`config.mk`:
```
export PLATFORM = sky130hd
export DESIGN_NAME = niosii_system_wavetable_reader
export DESIGN_NICKNAME = d
export VERILOG_FILES = /design/src/rtl/wavetable_reader_pkg.sv /design/src/rtl/wavetable_reader_fifo.sv /design/src/rtl/niosii_system_wavetable_reader.sv
export SDC_FILE = /design/constraint.sdc
export NUM_CORES = 1
export LEC_CHECK = 0
export CAP_MARGIN = 15
export CORE_AREA = 2 2 129 131
export CTS_BUF_LIST = sky130_fd_sc_hd__clkbuf_16
export CTS_CLUSTER_DIAMETER = 60
export DETAILED_ROUTE_END_ITERATION = 10
export DIE_AREA = 0 0 131 133
export HOLD_SLACK_MARGIN = 0.03
export PLACE_DENSITY = 0.67
export SLEW_MARGIN = 10
export SYNTH_ARGS = -nofsm -noshare
export SYNTH_HDL_FRONTEND = slang
export SYNTH_SLANG_ARGS = --single-unit
```
`constraint.sdc`:
```
create_clock -name clk -period 2.7 [get_ports clk]
set_input_delay 0.54 -clock clk [delete_from_list [all_inputs] [get_ports clk]]
set_output_delay 0.54 -clock clk [all_outputs]
set_load 0.005 [all_outputs]
```
`src/rtl/wavetable_reader_pkg.sv`:
```
// wavetable_reader_pkg: shared FSM state type and default widths for the wavetable reader
package wavetable_reader_pkg;
  typedef enum logic [1:0] {IDLE, FETCH, DRAIN, FINISH} wr_state_t;
  localparam int WR_ADDR_W = 12;
  localparam int WR_DATA_W = 32;
  localparam logic [3:0] WR_BYTEEN_ALL = 4'hF;
endpackage

```
`src/rtl/wavetable_reader_fifo.sv`:
```
// wavetable_reader_fifo: sync FIFO (clk, reset, flush, push/din, pop/dout, count) with same-cycle push+pop
module wavetable_reader_fifo #(
  parameter int DEPTH = 4,
  parameter int WIDTH = 32
) (
  input  logic                     clk,
  input  logic                     reset,
  input  logic                     flush,
  input  logic                     push,
  input  logic [WIDTH-1:0]         din,
  input  logic                     pop,
  output logic [WIDTH-1:0]         dout,
  output logic [$clog2(DEPTH):0]   count
);
  localparam int AW = $clog2(DEPTH);
  localparam int CW = AW + 1;
  logic [WIDTH-1:0] mem [DEPTH];
  logic [AW-1:0] wr, rd;
  logic do_pop;
  assign do_pop = pop && |count;
  assign dout = mem[rd];
  always_ff @(posedge clk) if (push) mem[wr] <= din;
  always_ff @(posedge clk) begin
    if (reset || flush) begin
      wr <= '0;
      rd <= '0;
      count <= '0;
    end else begin
      wr <= push ? wr + AW'(1) : wr;
      rd <= do_pop ? rd + AW'(1) : rd;
      count <= count + CW'(push) - CW'(do_pop);
    end
  end
endmodule

```
`src/rtl/niosii_system_wavetable_reader.sv`:
```
// niosii_system_wavetable_reader: Avalon-MM read master (mem_*) streaming base_addr/length words to Avalon-ST (out_*) on start/stop; WAVETABLE_READER_LOOP_EN adds loop input
module niosii_system_wavetable_reader
  import wavetable_reader_pkg::*;
#(
  parameter int ADDR_W = WR_ADDR_W,
  parameter int DATA_W = WR_DATA_W,
  parameter int FIFO_DEPTH = 4
) (
  input  logic              clk,
  input  logic              reset,
`ifdef WAVETABLE_READER_LOOP_EN
  input  logic              loop,
`endif
  input  logic              start,
  input  logic              stop,
  input  logic [ADDR_W-1:0] base_addr,
  input  logic [ADDR_W:0]   length,
  output logic              busy,
  output logic              done,
  output logic [ADDR_W-1:0] mem_address,
  output logic              mem_chipselect,
  output logic              mem_write,
  output logic [3:0]        mem_byteenable,
  output logic              mem_clken,
  input  logic [DATA_W-1:0] mem_readdata,
  output logic [DATA_W-1:0] out_data,
  output logic              out_valid,
  input  logic              out_ready
);
  localparam int CW = $clog2(FIFO_DEPTH) + 1;
  localparam logic [ADDR_W:0] ONE = 1;
  wr_state_t state, state_n;
  logic [ADDR_W-1:0] addr, base_q;
  logic [ADDR_W:0] rem, len_q;
  logic inflight, loop_q, last, pop;
  logic [CW-1:0] fifo_count;
  logic [DATA_W-1:0] fifo_dout;
  assign mem_write = 1'b0;
  assign mem_byteenable = WR_BYTEEN_ALL;
  assign mem_clken = 1'b1;
  assign mem_address = addr;
  assign mem_chipselect = state == FETCH && |rem && (fifo_count + CW'(inflight)) < CW'(FIFO_DEPTH);
  assign last = mem_chipselect && rem == ONE;
  assign out_valid = |fifo_count;
  assign out_data = out_valid ? fifo_dout : '0;
  assign pop = out_valid && out_ready;
  assign busy = state == FETCH || state == DRAIN;
  assign done = state == FINISH;
`ifdef WAVETABLE_READER_LOOP_EN
  always_ff @(posedge clk) loop_q <= reset ? 1'b0 : (state == IDLE && start) ? loop : loop_q;
`else
  assign loop_q = 1'b0;
`endif
  always_comb begin
    state_n = state;
    case (state)
      IDLE:    state_n = !start ? IDLE : ~|length ? FINISH : FETCH;
      FETCH:   state_n = last && !loop_q ? DRAIN : FETCH;
      DRAIN:   state_n = !inflight && (~|fifo_count || (fifo_count == CW'(1) && pop)) ? FINISH : DRAIN;
      default: state_n = IDLE;
    endcase
    if (stop) state_n = IDLE;
  end
  always_ff @(posedge clk) begin
    if (reset) begin
      state <= IDLE;
      addr <= '0;
      base_q <= '0;
      rem <= '0;
      len_q <= '0;
      inflight <= 1'b0;
    end else begin
      state <= state_n;
      inflight <= mem_chipselect && !stop;
      if (state == IDLE && start) begin
        addr <= base_addr;
        base_q <= base_addr;
        rem <= length;
        len_q <= length;
      end else if (mem_chipselect) begin
        addr <= last && loop_q ? base_q : addr + ADDR_W'(1);
        rem <= last && loop_q ? len_q : rem - ONE;
      end
    end
  end
  wavetable_reader_fifo #(.DEPTH(FIFO_DEPTH), .WIDTH(DATA_W)) u_fifo (
    .clk(clk),
    .reset(reset),
    .flush(stop),
    .push(inflight),
    .din(mem_readdata),
    .pop(pop),
    .dout(fifo_dout),
    .count(fifo_count)
  );
endmodule

```
==> results <==
- At the pin with the least slew margin, the transition time is 0.606 ns.
- In the final routed layout, each cell accounts on average for 18.0 µm.
- The average size of a mapped cell is 14.9 µm².
- The routed layout has 4628 vias.
- The largest individual stage delay along the critical path comes from the cell sky130_fd_sc_hd__mux4_2.
- Summing the sequential cell areas from Yosys gives 64.7% of the chip area.
- The number of antenna diodes in the final layout is 0.
- For this design the ratio of total power to cell area is 582 mW/mm².
- The global-route wire length before repair is 23500 µm.
- The final layout contains routed wiring with a total length of 15200 µm.
- The final setup skew is 0.0155 ns.
- The count of nets left with antenna violations once routing finished came out at 0.
- The critical path depth is 4.
- The critical path goes through buf_8 > mux4_2 > and2_1 > clkdlybuf4s50_1.
- The effective utilization at floorplan is 43.8%.
- After Yosys synthesis, and, or, nand and nor cells account for 12.1% of the synthesized area.
- The clock latency at the later pin of the worst-skew pair is 0.43 ns.
- For met3 alone, demand over resource in global routing was 5.22%.
- By area, the combinational part of the netlist is dominated by simple AND/OR/NAND/NOR gates.
- Summed over all nets, the half-perimeter wirelength after detailed placement is 9660 µm.
- After detailed routing, the number of vias per cell comes to 5.48.
- Fill cells in the final layout number 1277.
- The synthesized design spends more area on one cell type than any other, namely sky130_fd_sc_hd__edfxtp_1.
- The clock drives 165 sinks.
- TritonCTS built the clock tree.
- The critical path is of the reg2out type.
- met2 is the most crowded layer.
- The flow ran to the end, and the final reports show no timing, DRC or antenna violations.
- The kind of cell with the highest combined delay along the critical path is buffers and inverters.
- Global routing used 22.6% of the available met1 tracks.
- After Yosys synthesis, full adders, half adders and majority gates account for 2.83% of the synthesized area.
- Counting every instance in the synthesized netlist gives 475.
- The leakage power total is 3.51 nW.
- The number of enable flip-flop cells after synthesis is 128.
- For this run, the leading register cell type out of synthesis is sky130_fd_sc_hd__edfxtp_1.
- Yosys attributes the largest share of cell area to sky130_fd_sc_hd__edfxtp_1, sky130_fd_sc_hd__dfxtp_1, sky130_fd_sc_hd__mux4_2, sky130_fd_sc_hd__and2_1, sky130_fd_sc_hd__ha_1.
- The die is 131 µm wide.
- The type of destination of the critical path is an output pin.
- Summing all flip-flop and latch instances after layout gives 0.00459 mm².
- The signed area change from the synthesized netlist to the final layout is 30.7%.
- The final count of pins violating max slew is 0.
- The highest cell delay on the worst timing path is 0.48 ns.
- After detailed placement, the total cell area comes to 0.00845 mm².
- The number of global-route vias before repair was 4557.
- The floorplan has 47 rows.
- The initial antenna violation count is 1.
- In the final layout, the multi-input gates occupy 0.00232 mm².
- The total overflow left after global routing is 0.
- Port buffering added 109 buffers.
- The share of the cycle needed by the critical path after routing is 97.6%.
- The count of distinct cell types in the synthesized netlist is 49.
- The pin count of the biggest net entering global routing is 50.
- The synthesized flop and latch total is 165.
- The clock buffer count from CTS is 17.
- Measured along the y axis, the die boundary spans 133 µm.
- In this run the count of I/O pins placed on the die edge is 116.
- The share of synthesized area in the top cell type comes to 54.3%.
- In the routed design, unresolved DRC markers number 0.
- The hold violation count in the final report is 0.
- By count the netlist is led by sky130_fd_sc_hd__edfxtp_1, sky130_fd_sc_hd__and2_1, sky130_fd_sc_hd__dfxtp_1.
- The minimum clock period after layout is 2.63 ns.
- The count of cells in the finished layout, fillers not included, comes to 844.
- After synthesis, the share of flip-flops with an asynchronous set or reset is 0%.
- The max-cap violation count is 0.
- The total buffers and inverters traversed by the critical path is 2.
- The synthesized netlist occupies a cell area of 0.00708 mm².
- The global routing met2 resource utilization is 30.0%.
- For this run, the number of Yosys warnings is 0.
- The critical path launch point type is a flop.
- The CTS clock-pin slew for the worst setup and hold paths is 0.06 ns.
- In this run the standard cell core region covers 0.0162 mm².
- The final-stage net count is 689.
- Setup violations remaining at the end of the flow were counted as 0.
- The mux cell area share after synthesis is 10.3%.
- The remaining max-slew budget at the tightest pin is 59.1%.
- Counting cells, the worst reg-to-reg path comes to 7.
- The final worst-path setup slack is 0.0661 ns.
- The library cell used as clock root buffer is sky130_fd_sc_hd__clkbuf_16.
- The overall power is 5.39 mW.
- The cell area after layout is 0.00926 mm².
- The arrival time reported for the critical path endpoint is 2.09 ns.
- The class of the most critical hold timing path is reg2reg.
- The clock tree synthesis step divided the H-tree into 4 levels.
- The maximum fanout along the worst path is 5.
- The upper clock frequency limit is 0.380 GHz.
- The synthesized netlist devotes 6.22% of its cell area to compound gates.
- The post-placement worst setup slack is 0.294 ns.
- In this run, placement finished with an instance count of 792.
- The detailed-router iteration count before antenna repair is 4.
- The clock passes through at most 2 buffers.
- Along the worst hold path, the cell count comes to 2.
- At the worst endpoint, the required time is 2.16 ns.
- Cells with a size suffix above 1 make up 18.8% of the layout.
- The die covers 0.0174 mm².
- The global-route usage over all layers is 17.9%.
- The dominant cell by count in the synthesized netlist is sky130_fd_sc_hd__edfxtp_1.
- The number of DRC violations after detailed-routing iteration 0 is 267.
- IR analysis of the VDD net gives a maximum drop of 502 µV.
- The final weighted congestion in routability-driven placement is 0.824.
- Summing the areas of all xor and xnor instances in the mapped netlist gives 0.742% of the synthesized area.
final timing paths:
check / start / end / slack [ns]
max: flop / out_data[5] / 0.07
min: mem_address[6] / mem_address[6] / 0.53
max reg2reg: inflight / mem_address[8] / 0.46
min reg2reg: mem_address[6] / mem_address[6] / 0.53
cells by family (layout without fill, tap and decap cells):
logic type               count (synthesis)  in the layout
AND/OR/NAND/NOR                        142            142
buffers and inverters                   43            188
other                                    2              6
multiplexers                            33             33
AO/OA/AOI/OAI                           68             68
XOR/XNOR                                 6              6
flip-flops                             165            165
adder cells (fa/ha/maj)                 16             16
routing by layer:
metal	routed length, µm	vias to the layer above	share of wire, %
met3	819	13	5.4
met1	6400	2321	42
met2	7850	155	52
met4	133	0	0.88
met5	0	-	0
li1	-	2139	-
power breakdown:
group	internal [mW]	leakage, nW	total (mW)	switching (mW)
registers	2.77	1.46	2.82	0.0464
clock network	1.25	0.269	2.18	0.932
logic	0.204	1.79	0.387	0.183
timing repair:
item,in CTS,in global routing
setup buffers,0,17
resized for setup,10,30
cloned,1,2
endpoints found under the setup margin,27,27
hold buffers,0,0
worst register-to-register path, stage by stage, from the launching register on:
cell                      delay (ns)
sky130_fd_sc_hd__dfxtp_1        0.31
sky130_fd_sc_hd__ha_1           0.19
sky130_fd_sc_hd__ha_1           0.21
sky130_fd_sc_hd__xnor2_1        0.27
sky130_fd_sc_hd__buf_4          0.20
sky130_fd_sc_hd__nand4_1        0.31
sky130_fd_sc_hd__or4_1          0.51
sky130_fd_sc_hd__a31oi_1        0.18
layout make-up:
cell class	instances	share of cell area (%)
Clock buffer	17	4.59
Inverter	12	0.486
Timing Repair Buffer	144	16.1
Multi-Input combinational cell	271	25.0
Tap cell	220	2.97
Clock inverter	15	1.27
Sequential cell	165	49.5
flip-flops by register name, indices dropped and copies added (netlist names), named ones only:
register and count:
inflight 1, mem_address 12, rem 13, state 2, u_fifo.count 3, u_fifo.mem 128, u_fifo.rd 2, u_fifo.wr 2
placed cells by master, fill, tap and decap left out, drive strengths merged, types with 4 or more instances in the layout:
master and n:
mux4 32, clkinv 10, nor4 10, nor3 11, dlymetal6s2s 24, dlygate4sd2 7, ha 16, or4 11
nand3 12, clkbuf 19, dfxtp 37, buf 33, or3 11, xnor2 4, a31oi 13, clkdlybuf4s50 78
nor2 20, edfxtp 128, conb 6, a311oi 7, o21ai 28, nand4 6, inv 13, o31ai 10
nand2 8, and2 39
per-stage QoR:
step                      hold slack (ns)  TNS (ns)  util [%]
after floorplan                     0.478         0         -
after global placement              0.497         0      52.2
after detailed placement            0.511         0      52.2
after CTS                           0.519   -0.0183      55.7
after global routing                0.546   -0.0150      57.3
final                               0.534         0      57.3
Power figures use the tool's default switching activity.
